## config.mk

```make
export PLATFORM = sky130hd
export DESIGN_NAME = reci_share_arb_flat
export DESIGN_NICKNAME = d
export VERILOG_FILES = /design/src/rtl/reci_share_arb_if.sv /design/src/rtl/reci_share_arb.sv /design/src/flat_wrapper.sv
export SDC_FILE = /design/constraint.sdc
export NUM_CORES = 1
export LEC_CHECK = 0
export CAP_MARGIN = 40
export CORE_MARGIN = 4
export CORE_UTILIZATION = 39
export DETAILED_ROUTE_END_ITERATION = 7
export GPL_TIMING_DRIVEN = 0
export PLACE_DENSITY_LB_ADDON = 0.3
export SYNTH_ARGS = -nofsm -noshare
export SYNTH_HDL_FRONTEND = slang
export SYNTH_SLANG_ARGS = --single-unit
```

## constraint.sdc

```tcl
create_clock -name clk -period 3.36 [get_ports clk]
set_input_delay 0.336 -clock clk [delete_from_list [all_inputs] [get_ports clk]]
set_output_delay 0.336 -clock clk [all_outputs]
set_load 0.05 [all_outputs]
```

## src/rtl/reci_share_arb_if.sv

```systemverilog
// Bundle of the requester handshake, core operand/result and response signals
// that connect the shared reciprocal arbiter to its neighbours.
interface reci_share_arb_if #(
  parameter int FLT_WIDTH = 23,
  parameter int NUM_REQ   = 4,
  parameter int IDW       = 2
);
  logic                         issue_en;
  logic [NUM_REQ-1:0]           req_valid;
  logic [NUM_REQ*FLT_WIDTH-1:0] req_x;
  logic [NUM_REQ-1:0]           req_ready;
  logic [FLT_WIDTH-1:0]         core_x;
  logic [FLT_WIDTH-1:0]         core_result;
  logic [NUM_REQ-1:0]           resp_valid;
  logic [FLT_WIDTH-1:0]         resp_result;
  logic [3:0]                   inflight;

  // Requesters plus the reciprocal core: drive operands, observe grants/results.
  modport master (
    output issue_en, req_valid, req_x, core_result,
    input  req_ready, core_x, resp_valid, resp_result, inflight
  );

  // The arbiter itself.
  modport slave (
    input  issue_en, req_valid, req_x, core_result,
    output req_ready, core_x, resp_valid, resp_result, inflight
  );
endinterface

```

## src/rtl/reci_share_arb.sv

```systemverilog
// Round-robin sharing of one pipelined mantissa-reciprocal core: grants one
// requester per cycle, tracks ownership with a tag pipeline, returns one-hot results.
module reci_share_arb #(
  parameter int FLT_WIDTH = 23,
  parameter int NUM_REQ   = 4,
  parameter int CORE_LAT  = 0,
  parameter int IDW       = 2
) (
  input  logic           clk,
  input  logic           rst,
  reci_share_arb_if.slave bus
);

  logic [IDW-1:0]       rr_ptr_reg;
  logic [IDW-1:0]       rr_ptr_next;
  logic [FLT_WIDTH-1:0] core_x_reg;
  logic                 tag_valid_reg [0:CORE_LAT];
  logic [IDW-1:0]       tag_id_reg    [0:CORE_LAT];
  logic [NUM_REQ-1:0]   resp_valid_reg;
  logic [FLT_WIDTH-1:0] resp_result_reg;
  logic [3:0]           inflight_reg;
  logic [3:0]           inflight_next;

  logic [NUM_REQ-1:0]   grant_onehot;
  logic [IDW-1:0]       grant_id;
  logic                 grant_any;
  logic                 ret_valid;

  // Search upward from rr_ptr, wrapping at NUM_REQ; first valid requester wins.
  always_comb begin
    int idx;
    grant_onehot = '0;
    grant_id     = '0;
    grant_any    = 1'b0;
    idx          = 0;
    if (!rst && bus.issue_en) begin
      for (int k = 0; k < NUM_REQ; k++) begin
        idx = int'(rr_ptr_reg) + k;
        if (idx >= NUM_REQ) idx = idx - NUM_REQ;
        if (!grant_any && bus.req_valid[idx]) begin
          grant_any         = 1'b1;
          grant_id          = IDW'(idx);
          grant_onehot[idx] = 1'b1;
        end
      end
    end
  end

  assign ret_valid = tag_valid_reg[CORE_LAT];

  always_comb begin
    rr_ptr_next = rr_ptr_reg;
    if (grant_any) begin
      if (grant_id == IDW'(NUM_REQ - 1)) rr_ptr_next = '0;
      else                               rr_ptr_next = grant_id + IDW'(1);
    end
  end

  always_comb begin
    inflight_next = inflight_reg;
    if (grant_any && !ret_valid)      inflight_next = inflight_reg + 4'd1;
    else if (!grant_any && ret_valid) inflight_next = inflight_reg - 4'd1;
  end

  always_ff @(posedge clk) begin
    if (rst) begin
      rr_ptr_reg   <= '0;
      core_x_reg   <= '0;
      inflight_reg <= '0;
    end else begin
      rr_ptr_reg   <= rr_ptr_next;
      inflight_reg <= inflight_next;
      if (grant_any) core_x_reg <= bus.req_x[int'(grant_id)*FLT_WIDTH +: FLT_WIDTH];
    end
  end

  // Tag stage k is valid exactly when core_result will be meaningful CORE_LAT-k edges later.
  always_ff @(posedge clk) begin
    if (rst) begin
      for (int s = 0; s <= CORE_LAT; s++) begin
        tag_valid_reg[s] <= 1'b0;
        tag_id_reg[s]    <= '0;
      end
    end else begin
      tag_valid_reg[0] <= grant_any;
      tag_id_reg[0]    <= grant_id;
      for (int s = 1; s <= CORE_LAT; s++) begin
        tag_valid_reg[s] <= tag_valid_reg[s-1];
        tag_id_reg[s]    <= tag_id_reg[s-1];
      end
    end
  end

  always_ff @(posedge clk) begin
    if (rst) begin
      resp_valid_reg  <= '0;
      resp_result_reg <= '0;
    end else begin
      resp_valid_reg <= '0;
      if (ret_valid) begin
        resp_valid_reg[tag_id_reg[CORE_LAT]] <= 1'b1;
        resp_result_reg                      <= bus.core_result;
      end
    end
  end

  assign bus.req_ready   = grant_onehot;
  assign bus.core_x      = core_x_reg;
  assign bus.resp_valid  = resp_valid_reg;
  assign bus.resp_result = resp_result_reg;
  assign bus.inflight    = inflight_reg;

endmodule

```

## src/flat_wrapper.sv

```systemverilog
// flat-port wrapper written by rule: the top's interface ports become plain ports
module reci_share_arb_flat 
#(
  parameter int FLT_WIDTH = 23,
  parameter int NUM_REQ   = 4,
  parameter int CORE_LAT  = 0,
  parameter int IDW       = 2
)
  (clk, rst, bus_issue_en, bus_req_valid, bus_req_x, bus_core_result, bus_req_ready, bus_core_x, bus_resp_valid, bus_resp_result, bus_inflight);
  reci_share_arb_if #(.FLT_WIDTH(FLT_WIDTH), .NUM_REQ(NUM_REQ), .IDW(IDW)) bus_i ();
  input  logic clk;
  input  logic rst;
  input wire logic [$bits(bus_i.issue_en)-1:0] bus_issue_en;
  input wire logic [$bits(bus_i.req_valid)-1:0] bus_req_valid;
  input wire logic [$bits(bus_i.req_x)-1:0] bus_req_x;
  input wire logic [$bits(bus_i.core_result)-1:0] bus_core_result;
  output wire logic [$bits(bus_i.req_ready)-1:0] bus_req_ready;
  output wire logic [$bits(bus_i.core_x)-1:0] bus_core_x;
  output wire logic [$bits(bus_i.resp_valid)-1:0] bus_resp_valid;
  output wire logic [$bits(bus_i.resp_result)-1:0] bus_resp_result;
  output wire logic [$bits(bus_i.inflight)-1:0] bus_inflight;
  assign bus_i.issue_en = bus_issue_en;
  assign bus_i.req_valid = bus_req_valid;
  assign bus_i.req_x = bus_req_x;
  assign bus_i.core_result = bus_core_result;
  assign bus_req_ready = bus_i.req_ready;
  assign bus_core_x = bus_i.core_x;
  assign bus_resp_valid = bus_i.resp_valid;
  assign bus_resp_result = bus_i.resp_result;
  assign bus_inflight = bus_i.inflight;
  reci_share_arb #(.FLT_WIDTH(FLT_WIDTH), .NUM_REQ(NUM_REQ), .CORE_LAT(CORE_LAT), .IDW(IDW)) u_core (.clk(clk), .rst(rst), .bus(bus_i));
endmodule
```

# Word level (Yosys, flattened, before mapping)

Memory sizes are Yosys's and may differ from the RTL's.
Cells that the tools add are included.

$add $sub $neg: 10
Multipliers: 1
Order comparisons: 14
Eq/ne operators: 1
Shifts and indexed selects: 1
Muxes and demuxes: 61
Bitwise operators: 4
Reduce and logical (&&, ||, !) cells: 21

Operator list:

| kind                    | number |
|---|---|
| $mux W32                | 8 |
| $ge A32 B1 Y1 const B   | 4 |
| $lt A32 B4 Y1 const B   | 4 |
| $ge A32 B4 Y1 const B   | 3 |
| $sub A32 B4 Y32 const B | 3 |
| $shiftx A92 B32 Y23     | 1 |
| $mux W4                 | 10 |
| $mux W1                 | 27 |
| $mux W2                 | 7 |
| $or A4 B4 Y4            | 3 |
| $logic_and A1 B1 Y1     | 11 |
| $demux W1 S2            | 5 |
| $bmux W1 S2             | 4 |
| $mul A2 B5 Y7 const B   | 1 |
| $add A2 B2 Y3 const B   | 2 |
| $logic_not A1 Y1        | 6 |
| $add A4 B1 Y4 const B   | 1 |
| $reduce_or A2 Y1        | 2 |
| $sub A2 B3 Y4 const B   | 1 |
| $sub A4 B1 Y4 const B   | 1 |
| $add A2 B1 Y3 const B   | 1 |
| $ge A2 B3 Y1 const B    | 1 |
| $lt A2 B3 Y1 const B    | 1 |
| $add A2 B1 Y2 const B   | 1 |
| 5 further kinds         | 5 |

Register bits after elaboration: 56
Bits in writable memories: 3
Input bits: 122
Output and inout bits: 58
Word-level logic and storage cells: 120
Memories kept: 2

Memories:

| memory               | depth | bits a word | rd ports | clocked after memory_dff | wr ports | RTL line             | text |
|---|---|---|---|---|---|---|---|
| u_core.tag_id_reg    | 1     | 2           | 1        | 0                        | 1        | reci_share_arb.sv:18 | `logic [IDW-1:0] tag_id_reg [0:CORE_LAT];` |
| u_core.tag_valid_reg | 1     | 1           | 1        | 0                        | 1        | reci_share_arb.sv:17 | `logic tag_valid_reg [0:CORE_LAT];` |

# Depth between registers and ports, before layout

Depth after elaboration: 24
Depth in mapped cells: 14
Gate-level depth less buffers: 11

# Worst setup path after synthesis

Ideal clock, no wire load.

Kind: input port to flip-flop
Start: input port rst
End: register u_core.inflight_reg[3] (netlist: u_core.bus.inflight[3])
Data arrival time: 2.955 ns
Slack: 0.334 ns
Stages on the path: 14
Path buffers: 3
Cells stage by stage: clkbuf_1 -> clkinv_1 -> nand2_1 -> a21oi_1 -> clkbuf_1 -> clkbuf_1 -> ha_1 -> inv_1 -> ha_1 -> a21o_1 -> a21oi_1 -> xnor2_1 -> or3_1 -> a21oi_1

Longest elaborated chain between the ends: 6
Elaborated cells on any way between the ends: 8

RTL lines:

| item                                | RTL line             | text |
|---|---|---|
| start: declaration                  | flat_wrapper.sv:12   | `input logic rst;` |
| $logic_not A1 Y1 (*)                | reci_share_arb.sv:36 | `if (!rst && bus.issue_en) begin` |
| $logic_and A1 B1 Y1 (*)             | reci_share_arb.sv:36 |  |
| $mux W1 (*)                         | reci_share_arb.sv:36 |  |
| named net u_core.grant_any          | reci_share_arb.sv:26 | `logic grant_any;` |
| $logic_not A1 Y1                    | reci_share_arb.sv:62 | `else if (!grant_any && ret_valid) inflight_next = inflight_reg - 4'd1;` |
| $logic_and A1 B1 Y1                 | reci_share_arb.sv:62 |  |
| $reduce_bool A2 Y1 (no source line) | --                   |  |
| end signal: assignment              | reci_share_arb.sv:72 | `inflight_reg <= inflight_next;` |
| end: declaration                    | reci_share_arb.sv:21 | `logic [3:0] inflight_reg;` |

Mark *: on every way through the listed nets, which the timed path passes. The rest lies on a longest branch.
A chain may end at the register's enable or synchronous reset.

# Worst setup path in the final report

Start: register u_core.rr_ptr_reg[0]
End: output port bus_req_ready[3]

Longest elaborated chain between the ends: 20
Elaborated cells on any way between the ends: 74

RTL lines:

| item                                                                     | RTL line             | text |
|---|---|---|
| start: declaration                                                       | reci_share_arb.sv:14 | `logic [IDW-1:0] rr_ptr_reg;` |
| start signal: assignment                                                 | reci_share_arb.sv:71 | `rr_ptr_reg <= rr_ptr_next;` |
| parallel branches: the longest is 18 deep, another holds $sub A32 B4 Y32 | --                   |  |
| $mux W4 (*)                                                              | reci_share_arb.sv:40 | `if (!grant_any && bus.req_valid[idx]) begin` |
| $mux W4 (*)                                                              | reci_share_arb.sv:36 |  |
| end: declaration                                                         | flat_wrapper.sv:17   | `output wire logic [$bits(bus_i.req_ready)-1:0] bus_req_ready;` |

Mark *: on every way between the ends. The select of a mux whose other input is x is not followed.

==> run metrics <==
outcome complete, no violations; largest net degree at the start of global routing 11; hpwl dp 8610 µm; top post-synthesis cells by area dfxtp_1 (37%), mux2i_1 (16%), a211oi_2 (7.8%); CTS tree yes; I/O Pins between 150 and 200; DIE WIDTH just under 100 µm; Mapped Cells 320; clk sinks 59; Total GRT Usage 0.2233; worst slack, placed -0.7294 ns; Port Buffers 177; synth unique cells 45; WP data required between 3 and 4 ns; post-route setup slack 0.1223 ns; core area roughly 0.0078 mm²; Final setup viols 0; htree depth 3; slew margin rel. 0.5384; first-pass GRT wire length approximately 17000 µm; vias in the first global route roughly 3300; drt first-iter violations 76; syn_nets 451; Die Ht ~99 µm; RSZ-0062 raised after global routing no; num rows 32; clock buffer depth 2; filler instances 636; Hold WC Path Type in2reg; Synth Register Bits between 50 and 60; synthesis-to-finish area growth 64.87%; GR Overflow Total 0; register area 0.001184 mm²; DRC Markers 0; Final Hold Fails 0; vias per cell 5.423; crit path DAT 2.90 ns; commonest cells after routing, fill and taps aside clkdlybuf4s50_1 (173), dfxtp_1 (57), mux2i_1 (50); placer congestion estimate between 0.8 and 0.9; root buffer cell clkbuf_8; worst slew pin tran 0.6924 ns; area of the multi-input gates approximately 0.0018 mm²; Routed Antenna Nets 0; Ys Warns 0; ANT cells 0; Worst-path clk slew 0.07 ns; share of cells above drive strength 1 0.1270; nets between 600 and 700; Routed WL per cell 18.09 µm; VDD IR-drop max 0.3379 mV; routed wire length roughly 11000 µm; routed vias 3330; Pre-antenna DRT Iters 4; MaxCap Viol Count 0; top-area cell type share of the netlist area 0.3685; Synth async-reset ratio 0; commonest non-fill, non-tap cell in the layout clkdlybuf4s50_1; top cell type by total area after synthesis dfxtp_1; final core occ 0.6735; power density over the cells 423.4 mW/mm²; initial antenna violation count 0; EDFF count, synth 0; worst skew pair latency 0.34 ns; final slew viol count 0; Top FF cell, synth dfxtp_1; cell area after synthesis 0.003206 mm²; Tmin final 3.238 ns; Initial Util 0.4085; Post-CTS Setup Inserts 0; Max Fanout on Critical Path 10; final period utilization 0.9636; Final Skew about 0.0064 ns; Worst setup EP type primary output; fmax 0.3089 GHz; P_leak 1.947 nW; syn_area_per_cell 10.02 µm²; die area 0.009734 mm²; Setup CP Type reg2out; post-synthesis sequential area ratio 0.3685; crit path launch type flip-flop; CTS Buf Count 9
Yosys cell counts, drive strengths merged (3+ instances only):
cell type / n
a211oi: 25
o21ai: 7
buf: 12
a221o: 4
ha: 8
clkbuf: 17
nor2: 35
nor2b: 3
a221oi: 23
mux2i: 50
a21oi: 33
dfxtp: 59
nand2: 8
inv: 6
power by group:
part	switching [mW]	internal [mW]
Sequential	0.0394	0.761
Clock	0.287	0.336
Combinational	0.455	0.360
Total	0.781	1.46
worst paths after layout:
path | end | slack (ns) | from | cells past startpoint
max reg2reg | u_core.bus.core_x[6] | 0.33 | u_core.rr_ptr_reg[0] | 10
min | u_core.rr_ptr_reg[0] | 0.36 | rst | 2
min reg2reg | u_core.bus.resp_valid[1] | 0.47 | u_core.tag_id_reg[0][1] | 1
max | bus_req_ready[3] | 0.12 | u_core.rr_ptr_reg[0] | 9
worst max-delay path, cell delays in order, from the launching register on:
cell and delay (ns):
dfxtp_2 0.42, inv_1 0.11, ha_1 0.36, buf_6 0.16, or3b_1 0.38, a2111o_1 0.39, nand3_2 0.15, nand2_1 0.07
a21oi_1 0.12, clkdlybuf4s15_2 0.39
kinds of logic (layout without fill, tap and decap cells):
family / count (synthesis) / count (layout) / share of synthesized area
XOR/XNOR: 3 / 3 / 0.008198
AO/OA/AOI/OAI: 101 / 101 / 0.2596
AND/OR/NAND/NOR: 59 / 59 / 0.09056
multiplexers: 53 / 53 / 0.1737
flip-flops: 59 / 59 / 0.3685
adder cells (fa/ha/maj): 9 / 9 / 0.03747
buffers and inverters: 36 / 228 / 0.06206
repair_timing:
item | CTS | global route
endpoints found under the setup margin | 6 | 5
pin swaps | 0 | 0
hold buffers | 0 | 0
resized for setup | 16 | 12
final cells by class:
type / instances / area share
buffer: 29 / 0.03433
clock buffer: 10 / 0.02415
clock inverter: 5 / 0.01042
inverter: 7 / 0.004972
multi-input combinational: 225 / 0.3454
sequential: 59 / 0.2240
tap: 102 / 0.02415
timing repair buffer: 177 / 0.3326
per-layer routing:
metal  wire (µm)  vias up  GRT usage
met5           0        -          0
met4         110        0    0.05357
met3        1111       10    0.08917
met2        5462      165     0.3942
met1        4425     1565     0.2521
li1            -     1590          -
through the flow:
step                      total power [mW]  cell area, µm²  std cells  TNS (ns)  hold slack [ns]
final                                2.238            5285        614         0           0.3636
after global routing                 2.341            5285        614         0           0.3798
after CTS                            2.258            5295        614         0           0.3603
after detailed placement             1.633            5105        599    -1.576           0.4590
after global placement               1.613            5105        599    -1.116           0.4606
after floorplan                      1.296            3206        320         0           0.4222
Power figures use the tool's default switching activity.
